[src/rtl/ps2_host_tx.sv]
// ps2_host_tx: host-to-device PS/2 byte transmitter.
// It drives both lines open-drain through pull-low enables and signals the
// keyboard receiver with `busy` so that the receiver ignores the bus while a
// host transfer is in progress. The clock input is synchronised and then
// glitch-filtered. Every device clock fall is detected on the filtered level.
module ps2_host_tx #(
    parameter int INHIBIT_CYCLES = 3200,    // clock held low for request-to-send
    parameter int RTS_CYCLES     = 64,      // clock+data both low before clock release
    parameter int TIMEOUT_CYCLES = 480000,  // clock release to final idle
    parameter int FILTER_LEN     = 8        // equal samples needed to accept a new clock level
) (
    input  logic       clock32,
    input  logic       reset_n,
    input  logic [7:0] tx_data,
    input  logic       tx_valid,
    output logic       tx_ready,
    output logic       done,
    output logic       error,
    output logic       busy,
    input  logic       ps2_clk_in,
    input  logic       ps2_data_in,
    output logic       ps2_clk_oe,
    output logic       ps2_data_oe
);

    // ------------------------------------------------------------------
    // Derived widths and terminal counts
    // ------------------------------------------------------------------
    localparam int HOLD_MAX = (INHIBIT_CYCLES > RTS_CYCLES) ? INHIBIT_CYCLES : RTS_CYCLES;
    localparam int HW       = $clog2(HOLD_MAX + 1);
    localparam int TW       = $clog2(TIMEOUT_CYCLES + 1);
    localparam int FW       = (FILTER_LEN > 1) ? $clog2(FILTER_LEN) : 1;

    localparam logic [HW-1:0] INH_LAST  = HW'(INHIBIT_CYCLES - 1);
    localparam logic [HW-1:0] RTS_LAST  = HW'(RTS_CYCLES - 1);
    localparam logic [TW-1:0] TO_LAST   = TW'(TIMEOUT_CYCLES - 1);
    localparam logic [FW-1:0] FILT_LAST = FW'(FILTER_LEN - 1);

    typedef enum logic [2:0] {
        S_IDLE,
        S_INHIBIT,
        S_RTS,
        S_SEND,
        S_ACK,
        S_WAITIDLE
    } state_t;

    // ------------------------------------------------------------------
    // Input conditioning
    // ------------------------------------------------------------------
    logic [1:0]    clk_sync_q;
    logic [1:0]    data_sync_q;
    logic          clk_s;
    logic          data_s;
    logic          clk_filt_q;
    logic [FW-1:0] filt_cnt_q;
    logic          fall_q;

    assign clk_s  = clk_sync_q[1];
    assign data_s = data_sync_q[1];

    // Two-flop synchronisers for both pins; they idle high like the pulled-up bus.
    always_ff @(posedge clock32 or negedge reset_n) begin
        if (!reset_n) begin
            clk_sync_q  <= 2'b11;
            data_sync_q <= 2'b11;
        end else begin
            clk_sync_q  <= {clk_sync_q[0], ps2_clk_in};
            data_sync_q <= {data_sync_q[0], ps2_data_in};
        end
    end

    // Clock glitch filter: the level flips only after FILTER_LEN consecutive
    // samples disagree with it. A 1->0 flip raises `fall` for one cycle.
    always_ff @(posedge clock32 or negedge reset_n) begin
        if (!reset_n) begin
            clk_filt_q <= 1'b1;
            filt_cnt_q <= '0;
            fall_q     <= 1'b0;
        end else begin
            fall_q <= 1'b0;
            if (clk_s == clk_filt_q) begin
                filt_cnt_q <= '0;
            end else if (filt_cnt_q == FILT_LAST) begin
                clk_filt_q <= clk_s;
                filt_cnt_q <= '0;
                fall_q     <= ~clk_s;
            end else begin
                filt_cnt_q <= filt_cnt_q + FW'(1);
            end
        end
    end

    // ------------------------------------------------------------------
    // Transfer state machine
    // ------------------------------------------------------------------
    state_t        state_q;
    logic [8:0]    shreg_q;       // {parity, data}; bit 0 is the next bit to present
    logic [3:0]    bitcnt_q;      // falls seen in SEND
    logic [HW-1:0] hold_cnt_q;    // INHIBIT / RTS duration
    logic [TW-1:0] to_cnt_q;      // cycles since clock release
    logic          clk_oe_q;
    logic          data_oe_q;
    logic          tx_ready_q;
    logic          busy_q;
    logic          done_q;
    logic          error_q;

    logic par_d;
    logic accept;
    logic to_expire;

    assign par_d     = ~^tx_data;
    assign accept    = tx_valid & tx_ready_q;
    assign to_expire = (to_cnt_q == TO_LAST);

    // Sequences one byte through request-to-send, bit shifting, the device ACK
    // and the final bus-idle check. All outputs are registered here.
    always_ff @(posedge clock32 or negedge reset_n) begin
        if (!reset_n) begin
            state_q    <= S_IDLE;
            shreg_q    <= '0;
            bitcnt_q   <= '0;
            hold_cnt_q <= '0;
            to_cnt_q   <= '0;
            clk_oe_q   <= 1'b0;
            data_oe_q  <= 1'b0;
            tx_ready_q <= 1'b1;
            busy_q     <= 1'b0;
            done_q     <= 1'b0;
            error_q    <= 1'b0;
        end else begin
            done_q  <= 1'b0;
            error_q <= 1'b0;

            case (state_q)
                S_IDLE: begin
                    clk_oe_q  <= 1'b0;
                    data_oe_q <= 1'b0;
                    if (accept) begin
                        shreg_q    <= {par_d, tx_data};
                        hold_cnt_q <= '0;
                        clk_oe_q   <= 1'b1;
                        tx_ready_q <= 1'b0;
                        busy_q     <= 1'b1;
                        state_q    <= S_INHIBIT;
                    end
                end

                S_INHIBIT: begin
                    if (hold_cnt_q == INH_LAST) begin
                        hold_cnt_q <= '0;
                        data_oe_q  <= 1'b1;    // start bit
                        state_q    <= S_RTS;
                    end else begin
                        hold_cnt_q <= hold_cnt_q + HW'(1);
                    end
                end

                S_RTS: begin
                    if (hold_cnt_q == RTS_LAST) begin
                        hold_cnt_q <= '0;
                        clk_oe_q   <= 1'b0;    // hand the clock to the device
                        bitcnt_q   <= '0;
                        to_cnt_q   <= '0;
                        state_q    <= S_SEND;
                    end else begin
                        hold_cnt_q <= hold_cnt_q + HW'(1);
                    end
                end

                S_SEND: begin
                    if (to_expire) begin
                        error_q    <= 1'b1;
                        clk_oe_q   <= 1'b0;
                        data_oe_q  <= 1'b0;
                        tx_ready_q <= 1'b1;
                        busy_q     <= 1'b0;
                        state_q    <= S_IDLE;
                    end else begin
                        to_cnt_q <= to_cnt_q + TW'(1);
                        if (fall_q) begin
                            bitcnt_q <= bitcnt_q + 4'd1;
                            if (bitcnt_q == 4'd9) begin
                                // Tenth fall: release data so the line reads as the stop bit.
                                data_oe_q <= 1'b0;
                                state_q   <= S_ACK;
                            end else begin
                                // Falls 1-9 present d0..d7 then parity.
                                data_oe_q <= ~shreg_q[0];
                                shreg_q   <= {1'b0, shreg_q[8:1]};
                            end
                        end
                    end
                end

                S_ACK: begin
                    if (to_expire) begin
                        error_q    <= 1'b1;
                        clk_oe_q   <= 1'b0;
                        data_oe_q  <= 1'b0;
                        tx_ready_q <= 1'b1;
                        busy_q     <= 1'b0;
                        state_q    <= S_IDLE;
                    end else begin
                        to_cnt_q <= to_cnt_q + TW'(1);
                        if (fall_q) begin
                            if (!data_s) begin
                                state_q <= S_WAITIDLE;
                            end else begin
                                // Device left data high on the ACK clock: NACK.
                                error_q    <= 1'b1;
                                tx_ready_q <= 1'b1;
                                busy_q     <= 1'b0;
                                state_q    <= S_IDLE;
                            end
                        end
                    end
                end

                S_WAITIDLE: begin
                    if (to_expire) begin
                        error_q    <= 1'b1;
                        clk_oe_q   <= 1'b0;
                        data_oe_q  <= 1'b0;
                        tx_ready_q <= 1'b1;
                        busy_q     <= 1'b0;
                        state_q    <= S_IDLE;
                    end else begin
                        to_cnt_q <= to_cnt_q + TW'(1);
                        if (clk_filt_q && data_s) begin
                            done_q     <= 1'b1;
                            tx_ready_q <= 1'b1;
                            busy_q     <= 1'b0;
                            state_q    <= S_IDLE;
                        end
                    end
                end

                default: begin
                    clk_oe_q   <= 1'b0;
                    data_oe_q  <= 1'b0;
                    tx_ready_q <= 1'b1;
                    busy_q     <= 1'b0;
                    state_q    <= S_IDLE;
                end
            endcase
        end
    end

    assign tx_ready    = tx_ready_q;
    assign busy        = busy_q;
    assign done        = done_q;
    assign error       = error_q;
    assign ps2_clk_oe  = clk_oe_q;
    assign ps2_data_oe = data_oe_q;

endmodule

[config.mk]
export PLATFORM = sky130hd
export DESIGN_NAME = ps2_host_tx
export DESIGN_NICKNAME = d
export VERILOG_FILES = /design/src/rtl/ps2_host_tx.sv
export SDC_FILE = /design/constraint.sdc
export NUM_CORES = 1
export LEC_CHECK = 0
export CORE_UTILIZATION = 40
export CTS_CLUSTER_DIAMETER = 150
export DETAILED_ROUTE_END_ITERATION = 7
export PLACE_DENSITY = 0.59
export SYNTH_ARGS = -nofsm -noshare
export SYNTH_HDL_FRONTEND = slang
export SYNTH_SLANG_ARGS = --single-unit
[constraint.sdc]
create_clock -name clock32 -period 1.9 [get_ports clock32]
set_input_delay 0.475 -clock clock32 [delete_from_list [all_inputs] [get_ports clock32]]
set_output_delay 0.475 -clock clock32 [all_outputs]
set_load 0.1 [all_outputs]
# Yosys cells after proc, flatten, opt, wreduce, memory -nomap -nowiden
# Cells that the tools add are included.
totals:
  register_bits: 62
  in_bits: 13
  out_inout_bits: 6
classes:
  n_addsub: 4
  eq_ne: 26
  n_mux: 64
  n_bitwise: 7
  reduce_logical: 20
ops:
  columns: ["op", "count"]
  rows:
  - ["$mux W3", 13]
  - ["$mux W19", 2]
  - ["$pmux W19 S2", 1]
  - ["$mux W12", 3]
  - ["$mux W9", 4]
  - ["$pmux W12 S3", 1]
  - ["$mux W1", 29]
  - ["$add A19 B1 Y19 const B", 1]
  - ["$eq A19 B19 Y1 const B", 1]
  - ["$pmux W3 S6", 1]
  - ["$pmux W9 S2", 1]
  - ["$ne A2 B2 Y1 const B", 8]
  - ["$ne A3 B3 Y1 const B", 5]
  - ["$add A12 B1 Y12 const B", 1]
  - ["$eq A12 B12 Y1 const B", 1]
  - ["$eq A12 B6 Y1 const B", 1]
  - ["$mux W4", 3]
  - ["$pmux W1 S5", 2]
  - ["$eq A3 B3 Y1 const B", 3]
  - ["$pmux W1 S4", 2]
  - ["$pmux W4 S2", 1]
  - ["$reduce_and A4 Y1", 2]
  - ["$reduce_xnor A8 Y1", 1]
  - ["$reduce_and A7 Y1", 1]
  - ["20 further kinds", 33]

# Longest topological paths before layout
logic_depth:
  word_depth: 5
  mapped_depth: 7
  mapped_depth_nobuf: 7

# Worst setup path before layout
# Ideal clock, no wire load.
synth_timing:
  kind: "register -> register"
  startpoint: "register to_cnt_q[0]"
  endpoint: "register state_q[0]"
  arrival_time_ps: 2016
  required_time_ps: 1775
  slack_ps: -241
  stages_incl_launch_ff: 8
  synth_period_minus_slack_ps: 2141
  cell_sequence: "dfrtp_1 -> ha_1 -> and4_1 -> nand2_1 -> clkbuf_1 -> o22ai_2 -> nand3_2 -> mux2_4"
synth_between:
  elab_chain_cells: 3
  word_cells_on_any_way: 10
synth_rtl:
  columns: ["item", "line_no", "source"]
  rows:
  - ["from (decl)", "101", "logic [TW-1:0] to_cnt_q;"]
  - ["from (signal assigned)", "181", "to_cnt_q <= to_cnt_q + TW'(1);"]
  - ["from (signal assigned)", "206", "to_cnt_q <= to_cnt_q + TW'(1);"]
  - ["from (signal assigned)", "230", "to_cnt_q <= to_cnt_q + TW'(1);"]
  - ["$eq A19 B19 Y1 *", "115", "assign to_expire = (to_cnt_q == TO_LAST);"]
  - ["$ne A3 B3 Y1 (no line), or another cell as far along", null, null]
  - ["$reduce_and A7 Y1 (no line) or $pmux W3 S6 (tied branches)", null, null]
  - ["to (signal assigned)", "121", "state_q <= S_IDLE;"]
  - ["to (signal assigned)", "146", "state_q <= S_INHIBIT;"]
  - ["to (signal assigned)", "154", "state_q <= S_RTS;"]
  - ["to (decl)", "97", "state_t state_q;"]
# Mark *: on every way between the ends. The rest lies on a longest branch, timed or not.
# A chain may end at the register's enable or synchronous reset.

# Worst setup path after layout
layout_timing:
  startpoint: "register hold_cnt_q[6]"
  endpoint: "register state_q[0]"
layout_between:
  elab_chain_cells: 3
  word_cells_on_any_way: 5
layout_rtl:
  columns: ["item", "line_no", "source"]
  rows:
  - ["from (decl)", "100", "logic [HW-1:0] hold_cnt_q;"]
  - ["from (signal assigned)", "156", "hold_cnt_q <= hold_cnt_q + HW'(1);"]
  - ["from (signal assigned)", "168", "hold_cnt_q <= hold_cnt_q + HW'(1);"]
  - ["$eq A12 B6 Y1 or $eq A12 B12 Y1 (tied branches)", "161, 151", null]
  - ["$ne A2 B2 Y1 (no line)", null, null]
  - ["$reduce_and A7 Y1 (no line) *", null, null]
  - ["to (signal assigned)", "154", null]
  - ["to (signal assigned)", "166", "state_q <= S_SEND;"]
  - ["to (signal assigned)", "179", "state_q <= S_IDLE;"]
# Marked as above.

==> run metrics <==
status=finished with violations; failing checks=negative setup slack; Mapped Cells=between 300 and 400; Post-Route Setup TNS=-5152 ps; TritonCTS clock tree=built; number of synthesis warnings=0; Max Root-Sink Buffers=2; final-report max-slew violation count=0; GR Layer Usage met2=roughly 33%; post-DP HPWL=6.085 mm; IO Count=19; commonest cells in the netlist=56 x dfrtp_1, 27 x nor2_1, 24 x nand2_1, 23 x a21oi_1, 23 x o21ai_0; clock latency on the worst-skew pair=340 ps; GRT Resource Usage Total=20.59%; post-synthesis compound-gate area fraction=a little over a fifth; CP endpoint kind=flop; final setup skew=between 10 and 15 ps; mux cell area share after synthesis=between 1.5 and 2%; Post-Synth Simple-Gate Area=22.34%; Design Power=2.519 mW; clock sinks=62; placer's final routability congestion estimate=roughly 0.84; Reg clk slew, reported paths=70 ps; crit share post-route=110.4%; Worst Path Max Fanout=3; Final Hold Viols=0; syn avg cell area=9.653 µm²; initial antenna violation count=0; PwrDens=522.3 nW/µm²; clock root cell=clkbuf_8; H-tree levels=3; Wirelength per Cell=15.03 µm; post-route ant nets=0; Tmin final=around 2100 ps; # diodes=0; most common cell in the netlist=dfrtp_1; # port buffers=18; drt total wl=about 8.4 mm; Max Cap Violations=0; Post-synth EDFFs=0; final core utilization=58.70%; peak supply drop=0.3184 mV; fin nets=469; Die ar.=8843 µm²; GRT busiest layer=met2; post-synth net total=370; Synth area leader=dfrtp_1; leakage power=between 2 and 2.5 nW; ys flop type=dfrtp_1; dpl ws=-257.1 ps; RSZ-0062 raised after global routing=yes; Global Route met3 Usage=about 4.3%; DR vias=a little over 3,000; hold_buf cts=0; fmax=476.9 MHz; met1 usage=between 20% and 30%; post-synthesis sequential area ratio=between 40% and 50%; placed cell area=4388 µm²; Starting Density=~41%; Final Non-Filler Cells=558; post-route setup slack=-196.8 ps; Vias per Instance=5.507; first-pass iteration count of the detailed router=4; Min Hold Slack=~52 ps; critical path type=reg2reg; #FFs+latches synth=62; die height=94.04 µm; Worst-Margin Slew=around 540 ps; post-synthesis cell type count=68; min-delay worst type=in2async; post-layout instance area=a little under 5000 µm²; area share of the largest cell type after synthesis=41.36%; largest net degree at the start of global routing=22; cts bufs inserted=9; Die Wd=around 94 µm; post-synthesis xor/xnor area fraction=around 3.1%; Cell Rows=33; vias in the first global route=2,950; adder and majority gate portion of the synthesized area=~2.2%; DRC viols=0; core box area=just over 8000 µm²; synthesized area=3388 µm²; # setup viols final=44; first-pass GRT wire length=around 14 mm; async set or reset register ratio after synthesis=100.0%; synth top area cells=dfrtp_1 41%, dfstp_2 4.7%, a21oi_1 3.4%; largest family of logic cells by synthesized area=simple AND/OR/NAND/NOR gates; CP Launch Type=flop; P&R area growth vs syn=42.36%; grt ovf=0; dpl cells=around 540; Max transition margin=63.85%; Worst EP required=approximately 2100 ps; CP arrival=around 2300 ps; drt initial violations=104; layout cells sized above 1=36.20%
## critical path: stages (launching register included)
cell and delay, ps:
dfrtp_1 380, or3_4 390, or4_4 590, a2bb2oi_4 210, nand3_2 100, mux2_4 300
## sequential cells by signal (all words and copies together), names as in the netlist
register,cells
to_cnt_q,19
hold_cnt_q,12
shreg_q,9
bitcnt_q,4
filt_cnt_q,3
state_q,3
clk_sync_q,2
data_sync_q,2
busy,1
clk_filt_q,1
done,1
error,1
fall_q,1
ps2_clk_oe,1
ps2_data_oe,1
tx_ready,1
## layout by cell type, fill, tap and decap left out, drive strengths merged, types with 3 or more instances in the layout
| cell | n |
|---|---|
| mux2i | 3 |
| clkdlybuf4s50 | 11 |
| nor4 | 3 |
| xnor2 | 10 |
| ha | 6 |
| a21oi | 23 |
| clkbuf | 12 |
| o21ai | 26 |
| inv | 18 |
| or3 | 13 |
| and3 | 4 |
| a221oi | 8 |
| a31oi | 7 |
| o211ai | 6 |
| nor3 | 10 |
| nand3 | 21 |
| nand4 | 5 |
| and2 | 4 |
| nor2b | 3 |
| dfstp | 6 |
| nand2b | 5 |
| nand2 | 25 |
| or4b | 3 |
| buf | 87 |
| or4 | 4 |
| o31ai | 6 |
| o21a | 4 |
| nor2 | 27 |
| dfrtp | 56 |
## area by class of cell
cell class,count,area (µm²)
Clock buffer,12,145.1
Clock inverter,2,10.01
Fill cell,696,3393
Inverter,18,67.56
Multi-Input combinational cell,261,1984
Sequential cell,62,1563
Tap cell,105,131.4
Timing Repair Buffer,98,922.1
## logic make-up (layout without fill, tap and decap cells)
kind of cell               Yosys count  in the layout
xor gates and xnor gates            12             12
DFF                                 62             62
AOI/OAI and AO/OA                  100            100
buffers and inverters               28            130
muxes                                5              5
adders and majority gates            6              6
and+or+nand+nor                    138            138
## power breakdown
group	switching, mW	leakage (nW)	internal (mW)	total [mW]
logic	0.0692	1.34	0.0809	0.150
clock network	0.484	0.0821	0.491	0.975
registers	0.0264	0.744	1.37	1.39
total	0.579	2.16	1.94	2.52
## routing by layer
metal | share of wire [%] | routed length [µm]
met2 | 49 | 4110
met1 | 48 | 4060
met5 | 0 | 0
met3 | 2.3 | 189
met4 | 0.33 | 28
## final timing paths
kind | cells past startpoint | slack, ps | end | start
max in group asynchronous | 2 | 1290 | to_cnt_q[10] | reset_n
min | 1 | 50 | to_cnt_q[17] | reset_n
min reg2reg | 0 | 350 | clk_sync_q[1] | clk_sync_q[0]
max | 5 | -200 | state_q[0] | hold_cnt_q[6]
min in group clock32 | 0 | 350 | clk_sync_q[1] | clk_sync_q[0]
max reg2reg | 5 | -200 | state_q[0] | hold_cnt_q[6]
## repair_timing
item	4_1_cts	5_1_grt
setup buffers	0	6
setup endpoints to repair	46	51
resized for setup	30	32
pin swaps	25	19
Power figures use the tool's default switching activity.
